<file path="config.mk">
export PLATFORM = sky130hd
export DESIGN_NAME = if_stage_fetch_flat
export DESIGN_NICKNAME = d
export VERILOG_FILES = /design/src/rtl/if_stage_fetch_pkg.sv /design/src/rtl/if_stage_fetch_if.sv /design/src/rtl/if_stage_fetch_pc_reg.sv /design/src/rtl/if_stage_fetch.sv /design/src/flat_wrapper.sv
export SDC_FILE = /design/constraint.sdc
export NUM_CORES = 1
export LEC_CHECK = 0
export BUFFER_PORTS_ARGS = -buffer_cell sky130_fd_sc_hd__buf_2
export CAP_MARGIN = 20
export CORE_UTILIZATION = 36
export DETAILED_ROUTE_END_ITERATION = 12
export GPL_ROUTABILITY_DRIVEN = 0
export PLACE_DENSITY = 0.69
export SLEW_MARGIN = 40
export SYNTH_ARGS = -nofsm -noshare
export SYNTH_HDL_FRONTEND = slang
export SYNTH_SLANG_ARGS = --single-unit
</file>
<file path="constraint.sdc">
create_clock -name clk -period 2.6 [get_ports clk]
set_input_delay 0.52 -clock clk [delete_from_list [all_inputs] [get_ports clk]]
set_output_delay 0.52 -clock clk [all_outputs]
set_load 0.005 [all_outputs]
</file>
<file path="src/rtl/if_stage_fetch_pkg.sv">
// Shared definitions for the instruction-fetch stage.
//   INSTR_W          : instruction word width
//   DEFAULT_RESET_PC : PC loaded on reset unless overridden
//   PC_INC           : byte increment between sequential instructions
//   fetch_state_e    : FETCH (memory transaction in flight) / HOLD (frozen, buffered word)
package if_pkg;

  localparam int INSTR_W = 32;
  localparam logic [31:0] DEFAULT_RESET_PC = 32'h0000_0000;
  localparam int PC_INC = 4;

  typedef enum logic {
    FETCH = 1'b0,
    HOLD  = 1'b1
  } fetch_state_e;

endpackage

</file>
<file path="src/rtl/if_stage_fetch_if.sv">
// Instruction-memory read bus between the fetch stage and a multi-cycle memory.
//   mem_req   : read request (master -> slave)
//   mem_addr  : word address, held stable until mem_req & mem_ready (master -> slave)
//   mem_rdata : read data, valid when mem_ready (slave -> master)
//   mem_ready : transaction completes this cycle, may be combinational (slave -> master)
interface if_stage_fetch_if #(
  parameter int ADDR_W = 32
);
  import if_pkg::*;

  logic               mem_req;
  logic [ADDR_W-1:0]  mem_addr;
  logic [INSTR_W-1:0] mem_rdata;
  logic               mem_ready;

  modport master (
    output mem_req,
    output mem_addr,
    input  mem_rdata,
    input  mem_ready
  );

  modport slave (
    input  mem_req,
    input  mem_addr,
    output mem_rdata,
    output mem_ready
  );

endinterface

</file>
<file path="src/rtl/if_stage_fetch_pc_reg.sv">
// Program-counter register for the fetch stage.
//   clk, rst  : clock, synchronous active-high reset (pc <= RESET_PC)
//   load      : load load_addr (low two bits forced to zero); wins over inc
//   load_addr : redirect target
//   inc       : advance pc by one instruction
//   pc        : current fetch address
//   pc_plus4  : pc + 4, wrapping modulo 2^ADDR_W
module if_pc_reg import if_pkg::*; #(
  parameter int                ADDR_W   = 32,
  parameter logic [ADDR_W-1:0] RESET_PC = '0
) (
  input  logic              clk,
  input  logic              rst,
  input  logic              load,
  input  logic [ADDR_W-1:0] load_addr,
  input  logic              inc,
  output logic [ADDR_W-1:0] pc,
  output logic [ADDR_W-1:0] pc_plus4
);

  localparam logic [ADDR_W-1:0] WORD_MASK = ~ADDR_W'(3);

  assign pc_plus4 = pc + ADDR_W'(PC_INC);

  always_ff @(posedge clk) begin
    if (rst) begin
      pc <= RESET_PC;
    end else if (load) begin
      pc <= load_addr & WORD_MASK;
    end else if (inc) begin
      pc <= pc_plus4;
    end
  end

endmodule

</file>
<file path="src/rtl/if_stage_fetch.sv">
// Instruction-fetch stage feeding the IF/ID pipeline register.
// Issues one word read per instruction, presents instruction and pc+4, and raises
// fetch_stall until a valid instruction is available. EXE redirects that arrive
// while a read is outstanding are remembered and applied when the read completes,
// because an issued read may not be cancelled.
//   clk, rst        : clock, synchronous active-high reset
//   mem             : instruction-memory bus (master side)
//   freeze          : hazard-unit stall; hold current instruction
//   branch_taken    : single-cycle EXE redirect request
//   branch_addr     : redirect target (bits [1:0] ignored)
//   pc_out          : pc+4 for the IF/ID register
//   instruction_out : fetched instruction (0 when not valid)
//   fetch_stall     : 1 = instruction_out not valid, pipeline must freeze
module if_stage_fetch import if_pkg::*; #(
  parameter int                ADDR_W   = 32,
  parameter logic [ADDR_W-1:0] RESET_PC = ADDR_W'(DEFAULT_RESET_PC)
) (
  input  logic                clk,
  input  logic                rst,
  if_stage_fetch_if.master    mem,
  input  logic                freeze,
  input  logic                branch_taken,
  input  logic [ADDR_W-1:0]   branch_addr,
  output logic [ADDR_W-1:0]   pc_out,
  output logic [INSTR_W-1:0]  instruction_out,
  output logic                fetch_stall
);

  localparam logic [ADDR_W-1:0] WORD_MASK   = ~ADDR_W'(3);
  localparam logic [ADDR_W-1:0] RESET_PC_P4 = RESET_PC + ADDR_W'(PC_INC);

  fetch_state_e       state, next_state;
  logic [INSTR_W-1:0] ibuf;
  logic               redir_pend;
  logic [ADDR_W-1:0]  redir_tgt;

  logic [ADDR_W-1:0]  pc, pc_plus4;
  logic               pc_load, pc_inc;
  logic [ADDR_W-1:0]  pc_tgt;
  logic               ibuf_we, redir_set, redir_clr;
  logic               req_c, stall_c;
  logic [INSTR_W-1:0] instr_c;

  if_pc_reg #(
    .ADDR_W   (ADDR_W),
    .RESET_PC (RESET_PC)
  ) u_pc (
    .clk       (clk),
    .rst       (rst),
    .load      (pc_load),
    .load_addr (pc_tgt),
    .inc       (pc_inc),
    .pc        (pc),
    .pc_plus4  (pc_plus4)
  );

  always_ff @(posedge clk) begin
    if (rst) begin
      state      <= FETCH;
      ibuf       <= '0;
      redir_pend <= 1'b0;
      redir_tgt  <= '0;
    end else begin
      state <= next_state;
      if (ibuf_we) begin
        ibuf <= mem.mem_rdata;
      end
      if (redir_set) begin
        redir_pend <= 1'b1;
        redir_tgt  <= branch_addr & WORD_MASK;
      end else if (redir_clr) begin
        redir_pend <= 1'b0;
      end
    end
  end

  always_comb begin
    next_state = state;
    req_c      = 1'b0;
    instr_c    = '0;
    stall_c    = 1'b0;
    pc_load    = 1'b0;
    pc_inc     = 1'b0;
    pc_tgt     = branch_addr;
    ibuf_we    = 1'b0;
    redir_set  = 1'b0;
    redir_clr  = 1'b0;

    case (state)
      FETCH: begin
        req_c = 1'b1;
        if (mem.mem_ready) begin
          if (branch_taken) begin
            // Fresh redirect supersedes any remembered one.
            pc_load   = 1'b1;
            redir_clr = 1'b1;
          end else if (redir_pend) begin
            // Completed read was for the wrong path; drop it and go to the target.
            pc_load   = 1'b1;
            pc_tgt    = redir_tgt;
            redir_clr = 1'b1;
            stall_c   = 1'b1;
          end else begin
            instr_c = mem.mem_rdata;
            if (freeze) begin
              ibuf_we    = 1'b1;
              next_state = HOLD;
            end else begin
              pc_inc = 1'b1;
            end
          end
        end else begin
          // Address must stay put while the read is outstanding, so only record the redirect.
          redir_set = branch_taken;
          stall_c   = ~branch_taken;
        end
      end
      HOLD: begin
        instr_c = ibuf;
        if (branch_taken) begin
          pc_load    = 1'b1;
          next_state = FETCH;
        end else if (!freeze) begin
          pc_inc     = 1'b1;
          next_state = FETCH;
        end
      end
      default: begin
        next_state = FETCH;
      end
    endcase
  end

  assign mem.mem_req      = rst ? 1'b0 : req_c;
  assign mem.mem_addr     = pc;
  assign instruction_out  = rst ? '0 : instr_c;
  assign fetch_stall      = rst ? 1'b0 : stall_c;
  assign pc_out           = rst ? RESET_PC_P4 : pc_plus4;

endmodule

</file>
<file path="src/flat_wrapper.sv">
// flat-port wrapper written by rule: the top's interface ports become plain ports
module if_stage_fetch_flat import if_pkg::*;
#(
  parameter int                ADDR_W   = 32,
  parameter logic [ADDR_W-1:0] RESET_PC = ADDR_W'(DEFAULT_RESET_PC)
)
  (clk, rst, freeze, branch_taken, branch_addr, pc_out, instruction_out, fetch_stall, mem_mem_req, mem_mem_addr, mem_mem_rdata, mem_mem_ready);
  if_stage_fetch_if #(.ADDR_W(ADDR_W)) mem_i ();
  input  logic clk;
  input  logic rst;
  input  logic freeze;
  input  logic branch_taken;
  input  logic [ADDR_W-1:0] branch_addr;
  output logic [ADDR_W-1:0] pc_out;
  output logic [INSTR_W-1:0] instruction_out;
  output logic fetch_stall;
  output wire logic [$bits(mem_i.mem_req)-1:0] mem_mem_req;
  output wire logic [$bits(mem_i.mem_addr)-1:0] mem_mem_addr;
  input wire logic [$bits(mem_i.mem_rdata)-1:0] mem_mem_rdata;
  input wire logic [$bits(mem_i.mem_ready)-1:0] mem_mem_ready;
  assign mem_mem_req = mem_i.mem_req;
  assign mem_mem_addr = mem_i.mem_addr;
  assign mem_i.mem_rdata = mem_mem_rdata;
  assign mem_i.mem_ready = mem_mem_ready;
  if_stage_fetch #(.ADDR_W(ADDR_W), .RESET_PC(RESET_PC)) u_core (.clk(clk), .rst(rst), .mem(mem_i), .freeze(freeze), .branch_taken(branch_taken), .branch_addr(branch_addr), .pc_out(pc_out), .instruction_out(instruction_out), .fetch_stall(fetch_stall));
endmodule
</file>
### Word-level counts from Yosys, hierarchy flattened

Cells that the tools add are included.

* register bits: 96
* input port bits: 69
* word-level logic and storage cells: 53

* bitwise logic cells: 2
* add/sub/neg operators: 1
* muxes and demuxes: 41
* reduce and logical (&&, ||, !) cells: 3

Operator list (count)
* $mux 32: 11
* $pmux 32 s2: 1
* $add 32x3->32 const B: 1
* $mux 1: 26
* $pmux 1 s2: 3
* $reduce_bool 2->1: 2
* $not 1->1: 2
* $reduce_or 2->1: 1

### Depth between registers and ports, before layout

* depth after elaboration: 7
* depth in mapped cells: 8

### Modules after synthesis

Synthesis repeated with hierarchy kept, for this count alone.

* cells, all modules: 756
* area, all modules: 5977.0 sq um

Modules (own cells, without submodules)
* if_stage_fetch: area an instance 3559.7 sq um, sequential area each 1281.2 sq um, cells each 441, times used 1
* if_pc_reg: area an instance 2417.3 sq um, sequential area each 600.6 sq um, cells each 315, times used 1

### Worst setup path after synthesis

OpenSTA, ideal clock, no wires.

* path type: flip-flop to output port
* start: register u_core.u_pc.pc[2]
* end: output port pc_out[30]
* stages on the path, launching flop included: 7
* path slack: 385 ps
* data arrival time: 1695 ps
* path through: dfxtp_1 > ha_1 > and2_0 > nand2_1 > or4_4 > xor2_1 > nor2_1

* word-level cells in the longest chain between the ends: 2

RTL lines
* from (decl): line if_stage_fetch_pc_reg.sv:17 `output logic [ADDR_W-1:0] pc,`
* from (signal assigned): line if_stage_fetch_pc_reg.sv:29 `pc <= load_addr & WORD_MASK;`
* from (signal assigned): line if_stage_fetch_pc_reg.sv:31 `pc <= pc_plus4;`
* $add 32x3->32: line if_stage_fetch_pc_reg.sv:23 `assign pc_plus4 = pc + ADDR_W'(PC_INC);`
* $mux 32: line if_stage_fetch.sv:138 `assign pc_out = rst ? RESET_PC_P4 : pc_plus4;`
* to (decl): line flat_wrapper.sv:14 `output logic [ADDR_W-1:0] pc_out;`

No other way between the ends.

### Worst setup path after layout

* start: register u_core.u_pc.pc[6]
* end: output port pc_out[30]

The elaborated chain is that of the path after synthesis.

==> metrics.csv <==
stage,metric,value,unit
clock_network,cts_buffers,9,
yosys,syn_avg_cell_area,7.13,µm²
place,dp_hpwl,11400,µm
sta,final_max_slew_viol_count,0,
finish,nets,954,
sta,hold_slack,420,ps
routing,drtIter0Drc,487,
power,seq_power_share,0.453,
floorplan,floorplan.initialDensity,0.373,
power,pwr-share-clk,0.376,
routing,wl,16100,µm
sta,tightestPinTransition,597,ps
yosys,yosysWarnings,0,
sta,max_freq,396,MHz
clock_network,cts.sinks,94,
clock_network,root_buffer,clkbuf_16,
floorplan,die_area,15000,µm²
floorplan,coreArea,14000,µm²
power,leakage,2.81,nW
sta,hold_viol,0,
yosys,synthCells,732,
sta,setup_viol,0,
critical_path,arrival,2010,ps
power,power.density,523,nW/µm²
clock_network,cts_tree,done,
yosys,synth-edff-count,0,
finish,drive_gt1_frac,0.287,
run,drv_cap,0,
global_route,grt_pass1_wl,24600,µm
yosys,async_reset_ff_frac,0,
critical_path,worstPathRequired,2080,ps
yosys,syn_area,5220,µm²
floorplan,die_y,122,µm
clock_network,hold_buffers,0,
global_route,grt_max_degree,53,
sta,min_period_over_period,0.972,
critical_path,cp_max_fo,8,
yosys,synth-seq-cells,94,
status,status,"finished, final reports clean",
clock_network,htree_num_levels,3,
sta,fin_crit,2530,ps
power,p_sw,0.000969,W
power,internal-power,0.00255,W
worst_hold_path,hold_path_class,in2reg,
clock_network,insertion_delay,340,ps
routing,first_pass_iters,4,
critical_path,end_kind,output pin,
floorplan,core.rowCount,43,
finish,syn2layout_area_growth,28.7,%
routing,drc,0,
floorplan,io_pins,167,
yosys,ys.flop_type,dfxtp_1,
floorplan,fp.dieW,122,µm
sta,final.setup.tns,0,ps
finish,diodes,0,
power,comb_power_share,0.171,
power,netSwitchingFraction,0.276,
finish,fill_cells,1445,
critical_path,crit_type,reg2out,
global_route,antenna_found_initial,0,
critical_path,start_kind,register,
routing,ant_nets,0,
power,vdd_drop_max,324,µV
routing,post_drt_via_cell_ratio,5.25,
global_route,grt_usage,0.210,
global_route,grt_pass1_vias,4629,
global_route,grt-ovfl-total,0,
yosys,netlist-cell-type-count,55,
routing,vias,5603,
clock_network,cts.clk_slew.worst_paths,60,ps
sta,slew_headroom,0.602,
yosys,seq_area_frac_synth,0.361,
sta,finClkSkew,4.98,ps
routing,routedWlPerCell,15.0,µm
clock_network,cts_buffer_depth,2,
sta,rsz0062_at_grt,yes,
place,portBuffers,160,
## per-stage QoR
stage / cell area, µm² / setup slack [ps] / cells / power (W) / utilization
6_report: 6720 / 71.8 / 1068 / 0.00351 / 0.480
5_1_grt: 6720 / -25.8 / 1068 / 0.00369 / 0.480
4_1_cts: 6660 / 3.37 / 1067 / 0.00355 / 0.476
3_5_place_dp: 6360 / 281 / 1052 / 0.00222 / 0.455
3_3_place_gp: 6360 / 299 / 1052 / 0.00221 / 0.455
2_1_floorplan: 5230 / 385 / 735 / 0.00194 / -
## cell usage in the layout, fill, tap and decap left out, types with 4 or more instances in the layout
master / count
a22oi_1: 32
buf_2: 159
a31oi_1: 7
nand2b_1: 4
a311oi_1: 8
nand4_1: 9
nand3_1: 12
nor3_1: 15
buf_4: 39
xnor2_1: 18
o22ai_1: 5
dfxtp_1: 80
buf_12: 4
nand2_1: 183
a31o_2: 7
mux2i_1: 8
xor2_1: 12
conb_1: 4
and4_1: 4
o21ai_0: 14
nor2_1: 86
dfxtp_2: 11
clkbuf_16: 9
a21oi_1: 90
## cells in the mapped netlist, types with 2 or more instances
| master | instances | area share |
|---|---|---|
| and2_0 | 2 | 0.0024 |
| o32a_1 | 2 | 0.0038 |
| inv_1 | 3 | 0.0022 |
| a211oi_1 | 3 | 0.0043 |
| o21ai_0 | 14 | 0.013 |
| nor3_1 | 18 | 0.017 |
| nand3_1 | 12 | 0.012 |
| a21oi_1 | 90 | 0.086 |
| nand4_1 | 9 | 0.011 |
| mux2i_1 | 8 | 0.015 |
| a31oi_1 | 7 | 0.0084 |
| nand2_1 | 184 | 0.13 |
| buf_1 | 3 | 0.0022 |
| xnor2_1 | 18 | 0.030 |
| and3_1 | 3 | 0.0036 |
| o31ai_1 | 2 | 0.0029 |
| and4_1 | 6 | 0.010 |
| a31o_2 | 7 | 0.012 |
| nor2b_1 | 3 | 0.0036 |
| dfxtp_1 | 94 | 0.36 |
| a22oi_1 | 32 | 0.046 |
| buf_2 | 12 | 0.012 |
| o22ai_1 | 5 | 0.0060 |
| o211a_1 | 2 | 0.0038 |
| o21a_1 | 3 | 0.0043 |
| xor2_1 | 12 | 0.020 |
| a211o_1 | 2 | 0.0034 |
| clkbuf_1 | 44 | 0.032 |
| nor4_1 | 2 | 0.0024 |
| a221oi_1 | 2 | 0.0034 |
| nor2_1 | 86 | 0.062 |
| o2bb2ai_1 | 3 | 0.0050 |
| nand2b_1 | 4 | 0.0048 |
| o22a_1 | 2 | 0.0034 |
| o311ai_0 | 3 | 0.0050 |
| a311oi_1 | 8 | 0.013 |
| buf_4 | 4 | 0.0058 |
## worst max-delay path, cell delays in order (launching register included)
cell	delay [ps]
dfxtp_4	380
and4_4	250
nand4_4	150
or4_4	560
xor2_1	150
nor2_1	70
buf_2	110
## registers in the layout, summed over array words and instances, names as in the netlist
signal / cells
u_core.ibuf: 32
u_core.redir_pend: 1
u_core.redir_tgt: 30
u_core.state: 1
u_core.u_pc.pc: 30
## kinds of logic after synthesis
kind of cell | share of synthesized area
XOR/XNOR | 0.0504
AO/OA/AOI/OAI | 0.234
flip-flops | 0.361
AND/OR/NAND/NOR | 0.282
multiplexers | 0.0153
buffers and inverters | 0.0554
adder cells (fa/ha/maj) | 0.00240
other | 0.000719
## worst paths after layout
| kind | end | depth (start not counted) | slack, ps | from |
|---|---|---|---|---|
| worst max-delay path | pc_out[30] | 6 | 70 | u_core.u_pc.pc[6] |
| worst min-delay path | u_core.ibuf[29] | 3 | 420 | mem_mem_rdata[29] |
| worst max register to register | u_core.u_pc.pc[28] | 6 | 700 | u_core.redir_pend |
| worst min register to register | u_core.redir_tgt[29] | 2 | 450 | u_core.redir_tgt[29] |
## power by group through the flow
stage	clock (W)	combinational (W)	sequential [W]
floorplan	0	0.000323	0.00162
global placement	0	0.000594	0.00162
detailed placement	0	0.000596	0.00162
CTS	0.00136	0.000598	0.00159
global route	0.00142	0.000665	0.00160
finish	0.00132	0.000600	0.00159
## final cells by class
class	instances	area [µm²]	share of cell area
multi-input cells	574	3110	0.464
inverters	3	11.3	0.00168
well taps	180	225	0.0335
repair buffers	202	1170	0.174
clock inverters	4	47.5	0.00708
flip-flops and latches	94	1910	0.284
clock buffers	11	243	0.0361
## per-layer routing
layer / vias up / track usage / wire length [µm]
li1: 2836 / - / -
met1: 2597 / 0.313 / 7730
met2: 157 / 0.297 / 7080
met3: 13 / 0.0451 / 1050
met4: 0 / 0.0648 / 206
met5: - / 0 / 0
## timing repair
item,in CTS,in global routing
hold endpoints to repair,0,0
cloned,0,0
endpoints found under the setup margin,7,14
gates resized for setup,11,18
buffers inserted,0,1
pin swaps,0,1
(Power assumes the default switching activity.)
